**config.mk**
```make
export PLATFORM = sky130hd
export DESIGN_NAME = image_frame_writer
export DESIGN_NICKNAME = d
export VERILOG_FILES = /design/src/rtl/image_pkg.sv /design/src/rtl/frame_dilate.sv /design/src/rtl/image_frame_writer.sv
export SDC_FILE = /design/constraint.sdc
export NUM_CORES = 2
export LEC_CHECK = 0
export BUFFER_PORTS_ARGS = -buffer_cell sky130_fd_sc_hd__clkbuf_2
export CAP_MARGIN = 30
export CELL_PAD_IN_SITES_DETAIL_PLACEMENT = 0
export CELL_PAD_IN_SITES_GLOBAL_PLACEMENT = 1
export CORE_ASPECT_RATIO = 2
export CORE_MARGIN = 4
export CORE_UTILIZATION = 36
export CTS_CLUSTER_DIAMETER = 120
export DETAILED_ROUTE_END_ITERATION = 8
export MAX_ROUTING_LAYER = met4
export PLACE_DENSITY = 0.7
export SLEW_MARGIN = 20
export SYNTH_ARGS = -nofsm -noshare
export SYNTH_HDL_FRONTEND = slang
export SYNTH_HIERARCHICAL = 1
export SYNTH_SLANG_ARGS = --single-unit
```
**constraint.sdc**
```tcl
create_clock -name clk -period 7.8 [get_ports clk]
set_clock_uncertainty 0.2 [all_clocks]
set_input_delay 0.78 -clock clk [delete_from_list [all_inputs] [get_ports clk]]
set_output_delay 0.78 -clock clk [all_outputs]
set_load 0.005 [all_outputs]
```
**src/rtl/image_pkg.sv**
```systemverilog
// rtl/image_pkg.sv - shared image geometry constants and writer state encoding
package image_pkg;

  localparam int IMG_ROWS   = 28;
  localparam int IMG_COLS   = 28;
  localparam int IMG_PIXELS = IMG_ROWS * IMG_COLS;
  localparam int IDX_W      = 10;

  typedef enum logic [1:0] {
    ST_IDLE   = 2'd0,
    ST_FILL   = 2'd1,
    ST_COMMIT = 2'd2,
    ST_DONE   = 2'd3
  } state_t;

endpackage

```
**src/rtl/frame_dilate.sv**
```systemverilog
// rtl/frame_dilate.sv - combinational plus-shaped dilation of a 28x28 binary frame
module frame_dilate
  import image_pkg::*;
(
  input  logic [IMG_PIXELS-1:0] i_frame,
  output logic [IMG_PIXELS-1:0] o_frame
);

  // Each output pixel ORs itself with its in-image 4-neighbours; edges see 0, no row wrap.
  for (genvar r = 0; r < IMG_ROWS; r++) begin : g_row
    for (genvar c = 0; c < IMG_COLS; c++) begin : g_col
      localparam int I = r * IMG_COLS + c;
      logic w_left, w_right, w_up, w_down;

      if (c > 0) begin : g_l
        assign w_left = i_frame[I-1];
      end else begin : g_l_edge
        assign w_left = 1'b0;
      end

      if (c < IMG_COLS - 1) begin : g_r
        assign w_right = i_frame[I+1];
      end else begin : g_r_edge
        assign w_right = 1'b0;
      end

      if (r > 0) begin : g_u
        assign w_up = i_frame[I-IMG_COLS];
      end else begin : g_u_edge
        assign w_up = 1'b0;
      end

      if (r < IMG_ROWS - 1) begin : g_d
        assign w_down = i_frame[I+IMG_COLS];
      end else begin : g_d_edge
        assign w_down = 1'b0;
      end

      assign o_frame[I] = i_frame[I] | w_left | w_right | w_up | w_down;
    end
  end

endmodule

```
**src/rtl/image_frame_writer.sv**
```systemverilog
// rtl/image_frame_writer.sv - thresholds a 28x28 pixel stream into a 784-bit frame and strobes init (option: IMAGE_FRAME_WRITER_DILATE_EN)
module image_frame_writer
  import image_pkg::*;
#(
  parameter int THRESHOLD = 128,
  parameter int PIX_W     = 8
) (
  input  logic                  clk,
  input  logic                  reset,
  input  logic                  i_pix_valid,
  output logic                  o_pix_ready,
  input  logic                  i_pix_sop,
  input  logic [PIX_W-1:0]      i_pix_data,
  output logic [IMG_PIXELS-1:0] o_pixel_data,
  output logic                  o_init,
  output logic                  o_frame_done,
  output logic                  o_busy,
  output logic [15:0]           o_frame_count,
  output logic [15:0]           o_drop_count
);

  localparam logic [IDX_W-1:0] LP_LAST = IDX_W'(IMG_PIXELS - 1);
  localparam logic [PIX_W:0]   LP_THR  = THRESHOLD[PIX_W:0];

  state_t                  r_state, r_state_next;
  logic [IMG_PIXELS-1:0]   r_fill;
  logic [IMG_PIXELS-1:0]   r_pixel_data;
  logic [IDX_W-1:0]        r_idx;
  logic [15:0]             r_frame_count;
  logic [15:0]             r_drop_count;

  logic                    w_ready;
  logic                    w_accept;
  logic                    w_bit;
  logic [16:0]             w_drop_sum;
  logic [IMG_PIXELS-1:0]   w_frame;
  logic [IMG_PIXELS-1:0]   w_commit;

  // Ready depends on state only, so there is no path from valid back to ready.
  assign w_ready    = (r_state == ST_IDLE) || (r_state == ST_FILL);
  assign w_accept   = i_pix_valid & w_ready;
  assign w_bit      = ({1'b0, i_pix_data} >= LP_THR);
  assign w_drop_sum = {1'b0, r_drop_count} + {{(17-IDX_W){1'b0}}, r_idx};

  // Frame as it will look once the final sample lands in bit 783.
  always_comb begin
    w_frame                 = r_fill;
    w_frame[IMG_PIXELS-1]   = w_bit;
  end

`ifdef IMAGE_FRAME_WRITER_DILATE_EN
  frame_dilate u_dilate (
    .i_frame (w_frame),
    .o_frame (w_commit)
  );
`else
  assign w_commit = w_frame;
`endif

  // State register.
  always_ff @(posedge clk) begin
    if (reset) r_state <= ST_IDLE;
    else       r_state <= r_state_next;
  end

  // Next-state and state-decoded strobes.
  always_comb begin
    r_state_next = r_state;
    o_init       = 1'b0;
    o_frame_done = 1'b0;
    case (r_state)
      ST_IDLE:   if (w_accept && i_pix_sop) r_state_next = ST_FILL;
      ST_FILL:   if (w_accept && !i_pix_sop && r_idx == LP_LAST) r_state_next = ST_COMMIT;
      ST_COMMIT: begin
        o_init       = 1'b1;
        r_state_next = ST_DONE;
      end
      ST_DONE: begin
        o_frame_done = 1'b1;
        r_state_next = ST_IDLE;
      end
      default:   r_state_next = ST_IDLE;
    endcase
  end

  // Fill buffer, pixel index, shadow frame and counters.
  always_ff @(posedge clk) begin
    if (reset) begin
      r_fill        <= '0;
      r_pixel_data  <= '0;
      r_idx         <= '0;
      r_frame_count <= '0;
      r_drop_count  <= '0;
    end else begin
      case (r_state)
        ST_IDLE: begin
          if (w_accept) begin
            if (i_pix_sop) begin
              r_fill <= {{(IMG_PIXELS-1){1'b0}}, w_bit};
              r_idx  <= IDX_W'(1);
            end else if (r_drop_count != 16'hFFFF) begin
              r_drop_count <= r_drop_count + 16'd1;
            end
          end
        end
        ST_FILL: begin
          if (w_accept) begin
            if (i_pix_sop) begin
              // Restart: the partial frame's pixels count as dropped samples.
              r_fill       <= {{(IMG_PIXELS-1){1'b0}}, w_bit};
              r_idx        <= IDX_W'(1);
              r_drop_count <= w_drop_sum[16] ? 16'hFFFF : w_drop_sum[15:0];
            end else if (r_idx == LP_LAST) begin
              r_pixel_data <= w_commit;
            end else begin
              r_fill[r_idx] <= w_bit;
              r_idx         <= r_idx + IDX_W'(1);
            end
          end
        end
        ST_COMMIT: r_frame_count <= r_frame_count + 16'd1;
        ST_DONE: begin
          r_fill <= '0;
          r_idx  <= '0;
        end
        default: ;
      endcase
    end
  end

  assign o_pix_ready   = w_ready;
  assign o_busy        = (r_state != ST_IDLE);
  assign o_pixel_data  = r_pixel_data;
  assign o_frame_count = r_frame_count;
  assign o_drop_count  = r_drop_count;

endmodule

```
Yosys cells after proc, flatten, opt, wreduce, memory -nomap -nowiden:

Index checks and enable logic that the tools add are counted.

* output and inout port bits: 820
* word-level logic and storage cells: 70
* flip-flop bits (word level): 1612
* bits of input ports: 12

* reductions and logical operators: 14
* multiplexer cells: 27
* bitwise gates (word level): 2
* equal/unequal tests: 14
* order comparisons: 3
* $add $sub $neg: 4

Operators with widths (number)
* $mux 784: 5
* $pmux 784 s3: 1
* $bwmux 784: 1
* $mux 16: 6
* $mux 10: 5
* $add 16x1->16 const B: 2
* $pmux 16 s2: 1
* $pmux 10 s3: 1
* $add 16x10->17: 1
* $ne 16x16->1 const B: 1
* $lt 10x11->1 const B: 1
* $add 10x1->10 const B: 1
* $demux 1 s10: 1
* $eq 10x10->1 const B: 1
* $ge 10x1->1 const B: 1
* $ne 2x2->1 const B: 5
* $ge 8x8->1 const B: 1
* $pmux 2 s4: 1
* $ne 2x1->1 const B: 3
* $reduce_and 6->1: 1
* $reduce_and 5->1: 1
* $eq 2x2->1 const B: 2
* $logic_and 1x1->1: 4
* $mux 2: 2
* 12 further kinds: 15

Longest topological paths before layout:

* depth after elaboration: 9
* mapped depth: 12
* mapped depth without buffers: 8

Least setup slack after synthesis:

No wires, ideal clock.

* path kind: register to register
* from: register r_state[0]
* to: register r_fill[517]
* clock period less this slack: 2536 ps
* data required time: 7471 ps
* stages on the path, launching flop included: 12
* setup slack: 5264 ps
* library setup time: 129 ps
* path buffers: 4
* arrival: 2207 ps
* cells stage by stage: dfxtp_1 inv_1 ha_1 or2_1 a21boi_4 a311o_1 buf_2 buf_6 buf_2 buf_4 o211ai_1 o21ai_0

* longest elaborated chain between the ends: 5
* elaborated cells between the ends (all ways): 12
* those cells by class: eq/ne (6); mux (1); bitwise (1); reduce/logical (4)

RTL lines
* start: declaration: RTL line image_frame_writer.sv:25 `state_t r_state, r_state_next;`
* start signal: assignment: RTL line image_frame_writer.sv:63 `else r_state <= r_state_next;`
* $eq 2x1->1 / $logic_not 2->1 (equally long branches): RTL line image_frame_writer.sv:40 `assign w_ready = (r_state == ST_IDLE) || (r_state == ST_FILL);`
* $logic_or 1x1->1 (*): RTL line image_frame_writer.sv:40
* via o_pix_ready: RTL line image_frame_writer.sv:11 `output logic o_pix_ready,`
* $and 1x1->1 (*): RTL line image_frame_writer.sv:41 `assign w_accept = i_pix_valid & w_ready;`
* $ne 2x2->1 (no source line)
* $reduce_and 5->1 (no source line) (*)
* end signal: assignment: RTL line image_frame_writer.sv:99 `r_fill <= {{(IMG_PIXELS-1){1'b0}}, w_bit};`
* end signal: assignment: RTL line image_frame_writer.sv:110 `r_fill <= {{(IMG_PIXELS-1){1'b0}}, w_bit};`
* end signal: indexed assignment: RTL line image_frame_writer.sv:116 `r_fill[r_idx] <= w_bit;`
* end: declaration: RTL line image_frame_writer.sv:26 `logic [IMG_PIXELS-1:0] r_fill;`

Mark *: on every way through the listed nets, which the timed path passes. The rest lies on a longest branch.
A chain may end at the register's enable or synchronous reset.

Worst setup path in the final report:

* from: register r_idx[5]
* to: register r_fill[190]

* longest elaborated chain between the ends: 9
* elaborated cells between the ends (all ways): 13
* those cells by class: order compare (2); eq/ne (2); mux (7); reduce/logical (2)

RTL lines
* start: declaration: RTL line image_frame_writer.sv:28 `logic [IDX_W-1:0] r_idx;`
* start signal: assignment: RTL line image_frame_writer.sv:117 `r_idx <= r_idx + IDX_W'(1);`
* $lt 10x11->1 (implied by the code) / $ge 10x1->1 (equally long branches): RTL line image_frame_writer.sv:116
* $logic_and 1x1->1 (implied by the code): RTL line image_frame_writer.sv:116
* $mux 1 (implied by the code): RTL line image_frame_writer.sv:116
* $demux 1 s10: RTL line image_frame_writer.sv:116
* $bwmux 784: RTL line image_frame_writer.sv:116
* $mux 784: RTL line image_frame_writer.sv:113 `end else if (r_idx == LP_LAST) begin`
* $mux 784: RTL line image_frame_writer.sv:108 `if (i_pix_sop) begin`
* $mux 784: RTL line image_frame_writer.sv:107 `if (w_accept) begin`
* $pmux 784 s3: RTL line image_frame_writer.sv:95 `case (r_state)`

Several ways; a longest one is shown, not always the timed one. The select of a mux whose other input is x is not followed.

==> flow_summary.json <==
{
  "outcome": "finished clean",
  "clkTransAtPathRegs_ns": 0.07,
  "power_switching_mw": 5.76,
  "rows": 215,
  "cts_repair_resize_count": 0,
  "crit_chain": "nand2b_1 > nor2_4 > a2111oi_4 > and2_4 > nand4_2 > o21ai_0",
  "pwr-share-comb_pct": 14.6,
  "place_hpwl_um": 176000,
  "async_flop_share_pct": 0,
  "synth_warnings": 6,
  "hp-class": "in -> reg",
  "fin_setup_tns_ns": 0,
  "post_cts_buffers": 0,
  "worstPathRequired_ns": 8.29,
  "port_buffers": 824,
  "layout-drive-gt1-share_pct": 16.5,
  "clkLatencyLatePin_ns": 0.81,
  "final_nets": 8007,
  "yosysTopAreaCell": "dfxtp_1",
  "synth_seq_cells": 1611,
  "switching_share_pct": 30.4,
  "drc": 0,
  "fin_crit_sh_pct": 60.2,
  "synth_nets": 7703,
  "crit_path_top_delay_cell": "nand4_2",
  "ctsLongestPathBuffers": 4,
  "synth_top_area_share_pct": 51.7,
  "final_hold_viol_count": 0,
  "ctsHoldBuffers": 0,
  "dieArea_um2": 180000,
  "ant_nets": 0,
  "syn_inst": 7669,
  "clock-sinks": 1611,
  "clockRootBuffer": "clkbuf_16",
  "p_per_area_nw_per_um2": 259,
  "layout_common_cells": "1624 x nand2_1, 1611 x dfxtp_1, 1551 x a21oi_1, 823 x clkbuf_2, 740 x o211ai_1",
  "vias": 61100,
  "vias_per_cell": 5.89,
  "syn2layout_area_growth_pct": 17.3,
  "period_needed_ns": 4.70,
  "io_pins": 832,
  "synth_cell_types": 66,
  "grt_pass1_vias": 56700,
  "fmax_ghz": 0.213,
  "finalMaxSlewViolations": 0,
  "drt_wl_total_um": 294000,
  "start_kind": "flop",
  "track_usage_pct": 31.9,
  "power.total_mw": 18.9,
  "max_slew_margin_pct": 8.56,
  "worstMarginPinSlew_ns": 1.37,
  "grt_pass1_wl_um": 415000,
  "globalRouteOverflowTotal": 0,
  "drtIter0Drc": 6791,
  "p_leak_nw": 26.2,
  "core_area_um2": 172000,
  "layout_commonest_cell": "nand2_1",
  "first_pass_iters": 8,
  "hold_ws_ns": 0.151,
  "ys_seq_area_share_pct": 51.7,
  "start_util_pct": 36.3,
  "antenna_found_initial": 11,
  "cts_tree": "done",
  "yosys-top-cells-area": "dfxtp_1 52%, a21oi_1 12%, nand2_1 10%",
  "final_util_pct": 42.6,
  "crit_path_end_kind": "flop",
  "cts_buffers": 157,
  "cap_violations": 0,
  "synth_area_um2": 62400,
  "die_w_um": 302,
  "internal-power_mw": 13.2,
  "rsz0062_at_grt": "no",
  "synth.avg_cell_area_um2": 8.13,
  "synthFlopType": "dfxtp_1",
  "crit_fanout": 27,
  "p_seq_share_pct": 43.8,
  "setup_viol": 0,
  "die_h_um": 597,
  "clkPwrFrac_pct": 41.6,
  "crit_type": "reg -> reg",
  "grt_max_degree": 207,
  "wl_per_cell_um": 28.3,
  "synth_edf_count": 0,
  "ir_drop_uv": 335,
  "arrival_ns": 5.19,
  "max_stage_delay_ns": 0.91,
  "h-tree-depth": 4,
  "place.gp.congestion": 0.884
}
## cells in the mapped netlist (all sizes together), types with 4 or more instances
cell type	number
nand2	1675
dfxtp	1611
a21oi	1551
o21ai	843
o211ai	740
clkbuf	530
buf	289
nor2	138
nand3	76
xor2	25
ha	21
nand2b	17
and3	14
nand4	14
inv	12
xnor2	11
nor3	9
and2	8
or2	7
nor2b	6
a211oi	5
a31oi	5
o21a	5
o221ai	5
a21o	4
nor3b	4
or3	4
## cells by family after synthesis
kind of cell / share of synthesized area (%)
AOI/OAI and AO/OA: 28.9
xor gates and xnor gates: 0.506
adders and majority gates: 0.453
buffers and inverters: 5.75
DFF: 51.7
muxes: 0.0481
and+or+nand+nor: 12.7
## final timing paths
kind	slack, ns	from	cells after the start	to
min reg2reg	0.22	r_fill[54]	2	o_pixel_data[54]
max reg2reg	3.10	r_idx[5]	6	r_fill[190]
min	0.15	reset	2	o_pixel_data[145]
max	3.10	r_idx[5]	6	r_fill[190]
## stage by stage
| stage | cell area (um^2) | setup slack (ns) | instances |
|---|---|---|---|
| 2_1_floorplan | 62400 | 5.26 | 7669 |
| 3_3_place_gp | 67400 | 3.07 | 10100 |
| 3_5_place_dp | 67900 | 3.08 | 10100 |
| 4_1_cts | 73100 | 3.08 | 10400 |
| 5_1_grt | 73100 | 2.95 | 10400 |
| 6_report | 73200 | 3.10 | 10400 |
## worst max-delay path: cells and delay by family, from the launching register on
family / cells / cell delay (ns)
DFF: 1 / 0.79
AOI/OAI and AO/OA: 2 / 1.06
and+or+nand+nor: 4 / 2.50
## metal layers
metal  track usage [%]  wire (um)  up-vias
li1                  -          -    27300
met1              40.3     118000    29900
met2              49.7     135000     3224
met3              4.62      23300      670
met4              16.7      18400        0
met5                 -          0        -
## power groups by stage
| stage | Combinational (mW) | Sequential (mW) | Clock, mW |
|---|---|---|---|
| 5_1_grt | 2.93 | 8.30 | 8.28 |
| 6_report | 2.77 | 8.30 | 7.88 |
| 3_3_place_gp | 2.67 | 8.49 | 0 |
| 3_5_place_dp | 2.69 | 8.49 | 0 |
| 4_1_cts | 2.71 | 8.30 | 8.00 |
| 2_1_floorplan | 1.88 | 8.46 | 0 |
## flip-flops by register name, summed over array words and instances, names as in the netlist
signal / count
o_pixel_data: 784
r_fill: 783
o_drop_count: 16
o_frame_count: 16
r_idx: 10
r_state: 2
## cell type report
| type | count | area (um^2) |
|---|---|---|
| Fill cell | 17400 | 98700 |
| Sequential cell | 1611 | 32300 |
| Inverter | 12 | 52.6 |
| Timing Repair Buffer | 964 | 5840 |
| Tap cell | 2278 | 2850 |
| Clock buffer | 221 | 4530 |
| Multi-Input combinational cell | 5227 | 27000 |
| Clock inverter | 49 | 624 |
| Antenna cell | 6 | 15.0 |
(Power assumes the default switching activity.)
